## src/rtl/lowpass.sv

```systemverilog
// Direct Form I biquad lowpass, 7 selectable cutoffs plus bypass, one sample per 3 clocks.
// Two shared 16x18 multipliers feed a 38-bit accumulator; the output is rounded, saturated and registered.
module lowpass #(
  parameter int FS   = 48000,
  parameter int CW   = 18,
  parameter int ACCW = 38
) (
  input  logic               clk_144,
  input  logic               reset_n,
  input  logic [2:0]         filter,
  input  logic signed [15:0] highpassIn,
  output logic signed [15:0] highpassOut
);
  localparam int PW = 16 + CW;
  // The coefficient table is only valid at 48 kHz; any other rate falls back to passthrough.
  localparam bit ROM_OK = (FS == 48000);
  localparam logic signed [ACCW-1:0] RND = ACCW'(32768);

  typedef enum logic [1:0] {PH0 = 2'd0, PH1 = 2'd1, PH2 = 2'd2} phase_t;
  phase_t r_phase, w_phase_nxt;

  logic signed [15:0]     r_x0, r_x1, r_x2, r_y1, r_y2;
  logic signed [CW-1:0]   r_b0, r_b1, r_a1, r_a2;
  logic                   r_bypass;
  logic signed [ACCW-1:0] r_acc;

  logic signed [CW-1:0]   w_rom_b0, w_rom_b1, w_rom_a1, w_rom_a2;
  logic signed [15:0]     w_ma_x, w_mb_x;
  logic signed [CW-1:0]   w_ma_c, w_mb_c;
  logic signed [PW-1:0]   w_pa, w_pb;
  logic signed [ACCW-1:0] w_pa_ext, w_pb_ext, w_acc_nxt, w_rnd, w_q;
  logic [ACCW-16:0]       w_top;
  logic signed [15:0]     w_y_sat, w_y;

  always_ff @(posedge clk_144) begin
    if (reset_n) r_phase <= PH0;
    else         r_phase <= w_phase_nxt;
  end

  always_comb begin
    w_phase_nxt = PH0;
    case (r_phase)
      PH0:     w_phase_nxt = PH1;
      PH1:     w_phase_nxt = PH2;
      default: w_phase_nxt = PH0;
    endcase
  end

  // RBJ Butterworth (Q=0.7071) coefficients in Q2.16; b2 equals b0 and is not stored.
  always_comb begin
    w_rom_b0 = '0;
    w_rom_b1 = '0;
    w_rom_a1 = '0;
    w_rom_a2 = '0;
    case (filter)
      3'd1: begin w_rom_b0 = CW'(257);   w_rom_b1 = CW'(513);   w_rom_a1 = CW'(-118970); w_rom_a2 = CW'(54461); end
      3'd2: begin w_rom_b0 = CW'(944);   w_rom_b1 = CW'(1888);  w_rom_a1 = CW'(-107020); w_rom_a2 = CW'(45259); end
      3'd3: begin w_rom_b0 = CW'(3243);  w_rom_b1 = CW'(6487);  w_rom_a1 = CW'(-83862);  w_rom_a2 = CW'(31299); end
      3'd4: begin w_rom_b0 = CW'(6398);  w_rom_b1 = CW'(12797); w_rom_a1 = CW'(-61788);  w_rom_a2 = CW'(21845); end
      3'd5: begin w_rom_b0 = CW'(10161); w_rom_b1 = CW'(20323); w_rom_a1 = CW'(-40646);  w_rom_a2 = CW'(15755); end
      3'd6: begin w_rom_b0 = CW'(19195); w_rom_b1 = CW'(38390); w_rom_a1 = CW'(0);       w_rom_a2 = CW'(11244); end
      3'd7: begin w_rom_b0 = CW'(30484); w_rom_b1 = CW'(60968); w_rom_a1 = CW'(40646);   w_rom_a2 = CW'(15755); end
      default: ;
    endcase
  end

  // Phase 0 uses the ROM directly since the latched set only becomes visible next cycle.
  always_comb begin
    w_ma_x = '0;
    w_ma_c = '0;
    w_mb_x = '0;
    w_mb_c = '0;
    case (r_phase)
      PH0: begin w_ma_x = highpassIn; w_ma_c = w_rom_b0; end
      PH1: begin w_ma_x = r_x1; w_ma_c = r_b1; w_mb_x = r_x2; w_mb_c = r_b0; end
      PH2: begin w_ma_x = r_y1; w_ma_c = r_a1; w_mb_x = r_y2; w_mb_c = r_a2; end
      default: ;
    endcase
  end

  assign w_pa     = PW'(w_ma_x) * PW'(w_ma_c);
  assign w_pb     = PW'(w_mb_x) * PW'(w_mb_c);
  assign w_pa_ext = {{(ACCW-PW){w_pa[PW-1]}}, w_pa};
  assign w_pb_ext = {{(ACCW-PW){w_pb[PW-1]}}, w_pb};

  always_comb begin
    w_acc_nxt = w_pa_ext;
    case (r_phase)
      PH0:     w_acc_nxt = w_pa_ext;
      PH1:     w_acc_nxt = r_acc + w_pa_ext + w_pb_ext;
      default: w_acc_nxt = r_acc - w_pa_ext - w_pb_ext;
    endcase
  end

  assign w_rnd   = w_acc_nxt + RND;
  assign w_q     = w_rnd >>> 16;
  assign w_top   = w_q[ACCW-1:15];
  assign w_y_sat = ((&w_top) || !(|w_top)) ? w_q[15:0]
                 : (w_q[ACCW-1] ? 16'sh8000 : 16'sh7fff);
  assign w_y     = r_bypass ? r_x0 : w_y_sat;

  always_ff @(posedge clk_144) begin
    if (reset_n) begin
      r_acc       <= '0;
      r_x0        <= '0;
      r_x1        <= '0;
      r_x2        <= '0;
      r_y1        <= '0;
      r_y2        <= '0;
      r_b0        <= '0;
      r_b1        <= '0;
      r_a1        <= '0;
      r_a2        <= '0;
      r_bypass    <= 1'b0;
      highpassOut <= '0;
    end else begin
      r_acc <= w_acc_nxt;
      case (r_phase)
        PH0: begin
          r_x0     <= highpassIn;
          r_b0     <= w_rom_b0;
          r_b1     <= w_rom_b1;
          r_a1     <= w_rom_a1;
          r_a2     <= w_rom_a2;
          r_bypass <= (filter == 3'd0) || !ROM_OK;
        end
        PH2: begin
          highpassOut <= w_y;
          r_x2        <= r_x1;
          r_x1        <= r_x0;
          r_y2        <= r_y1;
          r_y1        <= w_y;
        end
        default: ;
      endcase
    end
  end
endmodule

```

## config.mk

```make
export PLATFORM = sky130hd
export DESIGN_NAME = lowpass
export DESIGN_NICKNAME = d
export VERILOG_FILES = /design/src/rtl/lowpass.sv
export SDC_FILE = /design/constraint.sdc
export NUM_CORES = 2
export LEC_CHECK = 0
export BUFFER_PORTS_ARGS = -buffer_cell sky130_fd_sc_hd__buf_2
export CORE_MARGIN = 5
export CORE_UTILIZATION = 30
export CTS_BUF_LIST = sky130_fd_sc_hd__clkbuf_8
export DETAILED_ROUTE_END_ITERATION = 12
export PLACE_DENSITY = 0.43
export SETUP_SLACK_MARGIN = 0.3
export SYNTH_ARGS = -nofsm -noshare
export SYNTH_HDL_FRONTEND = slang
export SYNTH_SLANG_ARGS = --single-unit
```

## constraint.sdc

```tcl
create_clock -name clk_144 -period 19.1 [get_ports clk_144]
set_input_delay 3.82 -clock clk_144 [delete_from_list [all_inputs] [get_ports clk_144]]
set_output_delay 3.82 -clock clk_144 [all_outputs]
set_load 0.02 [all_outputs]
```

---- Word level (Yosys, flattened, before mapping) ----
Index checks and enable logic that the tools add are counted.
storage, ports and cells
  output and inout port bits .............. 16
  register bits ........................... 193
  bits of input ports ..................... 21
cells by class
  eq/ne operators ......................... 9
  reduce and logical (&&, ||, !) cells .... 7
  multipliers ............................. 2
  $add $sub $neg .......................... 5
  muxes and demuxes ....................... 13
operators with widths
  kind                                            number
  case mux 16 bit (7 select lines)                1
  case mux 18 bit (6 select lines)                1
  case mux 15 bit (7 select lines)                1
  case mux 16 bit (6 select lines)                1
  adder 38 x 34 -> 38 bit                         2
  case mux 38 bit (2 select lines)                1
  subtractor 38 x 34 -> 38 bit                    2
  multiplier 16 x 18 -> 34 bit                    2
  case mux 18 bit (3 select lines)                1
  two-way mux 16 bit                              3
  case mux 16 bit (3 select lines)                1
  adder 38 x 17 -> 38 bit, second input constant  1
  case mux 18 bit (2 select lines)                1
  case mux 16 bit (2 select lines)                1
  == test 3 bit, second input constant            4
  AND reduction 7 bit                             1
  OR reduction 7 bit                              1
  == test 3 x 2 -> 1 bit, second input constant   2
  case mux 2 bit (2 select lines)                 1
  == test 3 x 1 -> 1 bit, second input constant   1
  logical NOT 3 bit                               1
  == test 2 x 1 -> 1 bit, second input constant   1
  == test 2 bit, second input constant            1
  logical NOT 2 bit                               1
  3 further kinds                                 3

---- Longest topological paths before layout ----
  depth in word-level cells ............... 13
  gate-level depth with buffers ........... 54
  gate-level depth less buffers ........... 47

---- Worst setup path before layout ----
No wires, ideal clock.
  path type ............................... input-to-reg
  start ................................... input port filter[2]
  end ..................................... register r_y1[11]
  arrival ................................. 14.503 ns
  required time ........................... 18.980 ns
  path slack .............................. 4.477 ns
  stages .................................. 45
  cell sequence ........................... clkbuf_1 > inv_1 > ha_1 > nor3_1 > nand2_1 > nand2_1 > a21oi_1 > a221oi_1 > nor2_1 > fa_1 > inv_1 > fa_1 > fa_1 > inv_1 > fa_1 > fa_1 > inv_1 > fa_1 > (+9 left out) > fa_1 > ha_1 > a21o_1 > a211o_1 > and2_1 > or4b_1 > o221ai_1 > o21ai_1 > o311a_4 > a311o_1 > nor4_4 > nand3_2 > mux2i_1 > a211o_1 > a31oi_2 > buf_6 > nor3_1 > a211o_1
on the way
  longest elaborated chain between the ends .. 13
  elaborated cells between the ends (all ways) .. 23
ends and longest elaborated chain
  item                                                                                  line    text
  from (decl)                                                                           10      input logic [2:0] filter,
  == test 3 bit, or another cell as far along                                           55      case (filter)
  case mux 15 bit (7 select lines) *                                                    55
  case mux 18 bit (3 select lines) *                                                    73      case (r_phase)
  multiplier 16 x 18 -> 34 bit *                                                        81      assign w_pa = PW'(w_ma_x) * PW'(w_ma_c);
  subtractor 38 x 34 -> 38 bit or adder 38 x 34 -> 38 bit (tied branches) (2 in a row)  91, 90
  case mux 38 bit (2 select lines) *                                                    88      case (r_phase)
  adder 38 x 17 -> 38 bit *                                                             95      assign w_rnd = w_acc_nxt + RND;
  OR reduction 7 bit                                                                    98      assign w_y_sat = ((&w_top) || !(|w_top)) ? w_q[15:0]
  logical NOT 1 bit                                                                     98
  logical OR 1 bit                                                                      98
  two-way mux 16 bit *                                                                  98
  two-way mux 16 bit *                                                                  100     assign w_y = r_bypass ? r_x0 : w_y_sat;
  to (signal assigned)                                                                  132     r_y1 <= w_y;
  to (decl)                                                                             22      logic signed [15:0] r_x0, r_x1, r_x2, r_y1, r_y2;
Every way passes the cells marked *; elsewhere a longest branch is shown, timed or not.
A chain may end at the register's enable or synchronous reset.

---- Worst setup path in the final report ----
  start ................................... input port filter[1]
  end ..................................... register r_y1[9]
The elaborated chain is that of the path after synthesis.

==> metrics.txt <==
# TYPE chip_impl_metric gauge
chip_impl_metric{name="syn_area",unit="um^2"} 33000
chip_impl_metric{name="clock_tree.htree_level_count",unit=""} 4
chip_impl_metric{name="port_buffers",unit=""} 36
chip_impl_metric{name="hold_viol_final",unit=""} 0
chip_impl_metric{name="setup_viol_count_final",unit=""} 0
chip_impl_info{name="critical-path-slowest-cell",value="sky130_fd_sc_hd__a21boi_1"} 1
chip_impl_metric{name="hold-path-cell-count",unit=""} 2
chip_impl_metric{name="drc",unit=""} 0
chip_impl_metric{name="area_delta_synth_final",unit="%"} 7.31
chip_impl_info{name="synth_most_common_cell",value="sky130_fd_sc_hd__inv_1"} 1
chip_impl_metric{name="max-cap-violations",unit=""} 0
chip_impl_metric{name="dp_hpwl",unit="um"} 94400
chip_impl_metric{name="critical_path_peak_fanout",unit=""} 18
chip_impl_metric{name="crit_path_max_incr_delay",unit="ps"} 890
chip_impl_info{name="ys_dominant_reg_cell",value="sky130_fd_sc_hd__dfxtp_1"} 1
chip_impl_info{name="worstSetupPathType",value="in -> reg"} 1
chip_impl_metric{name="start_util",unit="%"} 30.3
chip_impl_metric{name="final_design_area_no_fill",unit="um^2"} 35400
chip_impl_metric{name="synthDominantCellAreaShare",unit="%"} 33.6
chip_impl_metric{name="grt_first_pass_wirelength",unit="um"} 174000
chip_impl_info{name="synth_area_leaders",value="sky130_fd_sc_hd__fa_1 (34%), sky130_fd_sc_hd__ha_1 (11%), sky130_fd_sc_hd__dfxtp_1 (9.9%)"} 1
chip_impl_metric{name="worst_r2r_path_depth",unit=""} 44
chip_impl_metric{name="post_cts_resize_count",unit=""} 0
chip_impl_metric{name="leakagePower",unit="nW"} 16.5
chip_impl_metric{name="placedCellCount",unit=""} 5295
chip_impl_metric{name="globalRouteTotalUtil",unit="%"} 19.8
chip_impl_metric{name="gr-total-overflow",unit=""} 0
chip_impl_metric{name="clkLatencyLatePin",unit="ps"} 580
chip_impl_metric{name="async_flop_share",unit="%"} 0
chip_impl_info{name="root_buffer",value="sky130_fd_sc_hd__clkbuf_8"} 1
chip_impl_metric{name="fin_crit",unit="ps"} 16270
chip_impl_metric{name="fin_worst_hold_slack",unit="ps"} 481
chip_impl_info{name="worst_hold_end",value="r_a1[13]"} 1
chip_impl_metric{name="total_cell_area_at_the_placement_stage",unit="um^2"} 35000
chip_impl_info{name="hp-class",value="reg -> reg"} 1
chip_impl_info{name="outcome",value="completed"} 1
chip_impl_metric{name="dr.first_iter.drc_count",unit=""} 1728
chip_impl_metric{name="irDropWorstVdd",unit="uV"} 169
chip_impl_metric{name="die-area",unit="um^2"} 117000
chip_impl_metric{name="fp.dieH",unit="um"} 342
chip_impl_info{name="synth_commonest_cells",value="sky130_fd_sc_hd__inv_1 (665), sky130_fd_sc_hd__fa_1 (555), sky130_fd_sc_hd__nor2_1 (466), sky130_fd_sc_hd__nand2_1 (400), sky130_fd_sc_hd__ha_1 (302)"} 1
chip_impl_info{name="hold_path.startpoint",value="r_a1[13]"} 1
chip_impl_metric{name="setup-tns-final",unit="ps"} 0
chip_impl_metric{name="post_synth.cell_area_avg",unit="um^2"} 8.52
chip_impl_info{name="post-synth-top-area-cell",value="sky130_fd_sc_hd__fa_1"} 1
chip_impl_metric{name="via_count",unit=""} 26648
chip_impl_metric{name="synth.distinct_cells",unit=""} 93
chip_impl_metric{name="io_pins",unit=""} 37
chip_impl_metric{name="setup.reg_to_reg.worst_slack",unit="ps"} 4220
chip_impl_metric{name="power.density",unit="nW/um^2"} 171
chip_impl_metric{name="first_global_vias",unit=""} 27189
chip_impl_metric{name="yosys_register_bits",unit=""} 163
chip_impl_metric{name="place_congestion",unit=""} 0.847
chip_impl_metric{name="routed_wirelength",unit="um"} 115000
chip_impl_metric{name="part_of_the_cycle_the_worst_path_needs",unit="%"} 85.2
chip_impl_metric{name="via_per_inst",unit=""} 5.00
chip_impl_metric{name="postSynthNetCount",unit=""} 4756
chip_impl_metric{name="cts-root-to-sink-buffers",unit=""} 2
chip_impl_metric{name="core_area",unit="um^2"} 109000
chip_impl_metric{name="route.antenna.remaining_nets",unit=""} 0
chip_impl_info{name="worstReg2RegEnd",value="r_y1[9]"} 1
chip_impl_metric{name="synth_seq_area_share",unit="%"} 9.88
chip_impl_metric{name="synth_edf_count",unit=""} 0
chip_impl_info{name="end_kind",value="flop"} 1
chip_impl_metric{name="crit_required",unit="ps"} 19570
chip_impl_metric{name="wl_per_cell",unit="um"} 21.6
chip_impl_metric{name="number_of_antenna_violations_at_the_first_check_in_global_routing",unit=""} 9
chip_impl_metric{name="clk_pin_slew_worst_paths",unit="ps"} 120
chip_impl_metric{name="ys.warnings.count",unit=""} 0
chip_impl_info{name="timing.critical_path.mode_cell",value="sky130_fd_sc_hd__fa_1"} 1
chip_impl_metric{name="fin_worst_skew",unit="ps"} 25.0
chip_impl_metric{name="syn_inst",unit=""} 3878
chip_impl_info{name="setup_repair_after_global_routing_missed_its_margin",value="no"} 1
chip_impl_metric{name="fraction_of_final_layout_cells_with_drive_strength_greater_than_1",unit="%"} 5.74
chip_impl_metric{name="number_of_max_slew_violations_in_the_final_report",unit=""} 0
chip_impl_metric{name="pin_count_of_the_biggest_net_entering_global_routing",unit=""} 72
chip_impl_metric{name="tightestPinTransition",unit="ps"} 1310
chip_impl_metric{name="cts_post_setup_buffers_inserted",unit=""} 0
chip_impl_metric{name="cts.hold.buffers_added",unit=""} 0
chip_impl_metric{name="dieWidth",unit="um"} 342
chip_impl_metric{name="placement_rows",unit=""} 121
chip_impl_metric{name="slew-limit-headroom",unit="%"} 12.8
chip_impl_info{name="regToRegStartpoint",value="r_phase[1]"} 1
chip_impl_info{name="tritoncts",value="built"} 1
chip_impl_metric{name="tritoncts.num_buffers",unit=""} 17
chip_impl_metric{name="worst_endpoint_data_arrival_time",unit="ps"} 16740
chip_impl_metric{name="drt_pass_1_iters",unit=""} 6
chip_impl_metric{name="tritoncts_num_sinks",unit=""} 163
chip_impl_metric{name="layoutNonFillerInstCount",unit=""} 5330
chip_impl_info{name="worst_setup_path_start_kind",value="input pin"} 1
chip_impl_metric{name="timing.fmax",unit="MHz"} 61.5
chip_impl_metric{name="post_layout_net_count",unit=""} 4716
==> report_power, final <==
group	total, mW	internal, mW	switching [mW]
clock	0.304	0.113	0.191
combinational	5.31	1.98	3.33
sequential	0.465	0.399	0.0663
==> how the worst max path moves through the flow <==
stage / slack, ps / endpoint / startpoint
after floorplan: 4480 / r_y1[11] / filter[2]
after global placement: 2280 / r_y1[3] / filter[1]
after detailed placement: 2300 / r_y1[9] / filter[1]
after CTS: 2920 / r_y1[9] / filter[1]
after global routing: 2020 / r_y1[9] / filter[0]
final: 2830 / r_y1[9] / filter[1]
==> metal layers <==
metal  global-route usage (%)  routed length [um]  vias to the layer above
met5                        0                   0                        -
met4                     5.56                3010                        0
met3                     2.56                5330                      111
met2                     33.4               55600                      615
met1                     26.6               51100                    13530
li1                         -                   -                    12392
==> placed cells by master, fill, tap and decap left out, drive strengths merged, types with 13 or more instances in the layout <==
master / count
o21a: 27
a222oi: 17
nor2b: 31
o21ai: 81
a22oi: 30
clkbuf: 17
a21o: 62
mux2i: 71
nand2: 403
o21bai: 17
xor2: 47
and2: 36
nor2: 466
and3: 21
inv: 671
a211oi: 27
a31oi: 14
nand2b: 33
nor3: 40
xnor2: 93
a211o: 17
nand3: 49
dfxtp: 163
or2: 41
fa: 555
or3: 23
a22o: 24
o211ai: 18
a21oi: 163
nand4: 13
ha: 302
a221oi: 23
buf: 101
==> logic make-up (layout without fill, tap and decap cells) <==
family	count (synthesis)	count (layout)	synth area share, %
flops	163	163	9.88
buf+inv	827	800	9.45
other cells	0	3	0
fa+ha+maj	857	857	45.1
compound gates	628	628	13.7
xor+xnor	141	141	3.80
mux	74	74	2.25
simple gates	1188	1188	15.9
==> through the flow <==
stage | setup slack (ps) | util [%] | total power, mW
2_1_floorplan | 4480 | - | 4.27
3_3_place_gp | 2280 | 32.1 | 5.81
3_5_place_dp | 2300 | 32.1 | 5.77
4_1_cts | 2920 | 32.5 | 6.11
5_1_grt | 2020 | 32.5 | 6.68
6_report | 2830 | 32.5 | 6.07
==> state kept, by name, summed over array words and instances (netlist names) <==
name / cells
r_bypass: 1
r_b1: 12
r_acc: 38
r_a1: 15
r_a2: 14
r_y1: 16
r_x0: 16
r_x2: 16
r_y2: 16
r_phase: 2
r_b0: 1
r_x1: 16
==> critical path, delay by kind of cell <==
kind / cells / cell delay, ps
buffers and inverters: 7 / 930
xor gates and xnor gates: 2 / 650
and+or+nand+nor: 10 / 2920
adders and majority gates: 10 / 4570
AOI/OAI and AO/OA: 13 / 3840
==> layout make-up <==
cell class,instances,area (um^2)
clock buffers,17,234
repair buffers,101,687
well taps,1476,1850
flip-flops and latches,163,3260
fillers,11745,73700
inverters,667,2500
clock inverters,15,206
diodes,3,7.51
multi-input cells,2888,26700
Power figures use the tool's default switching activity.
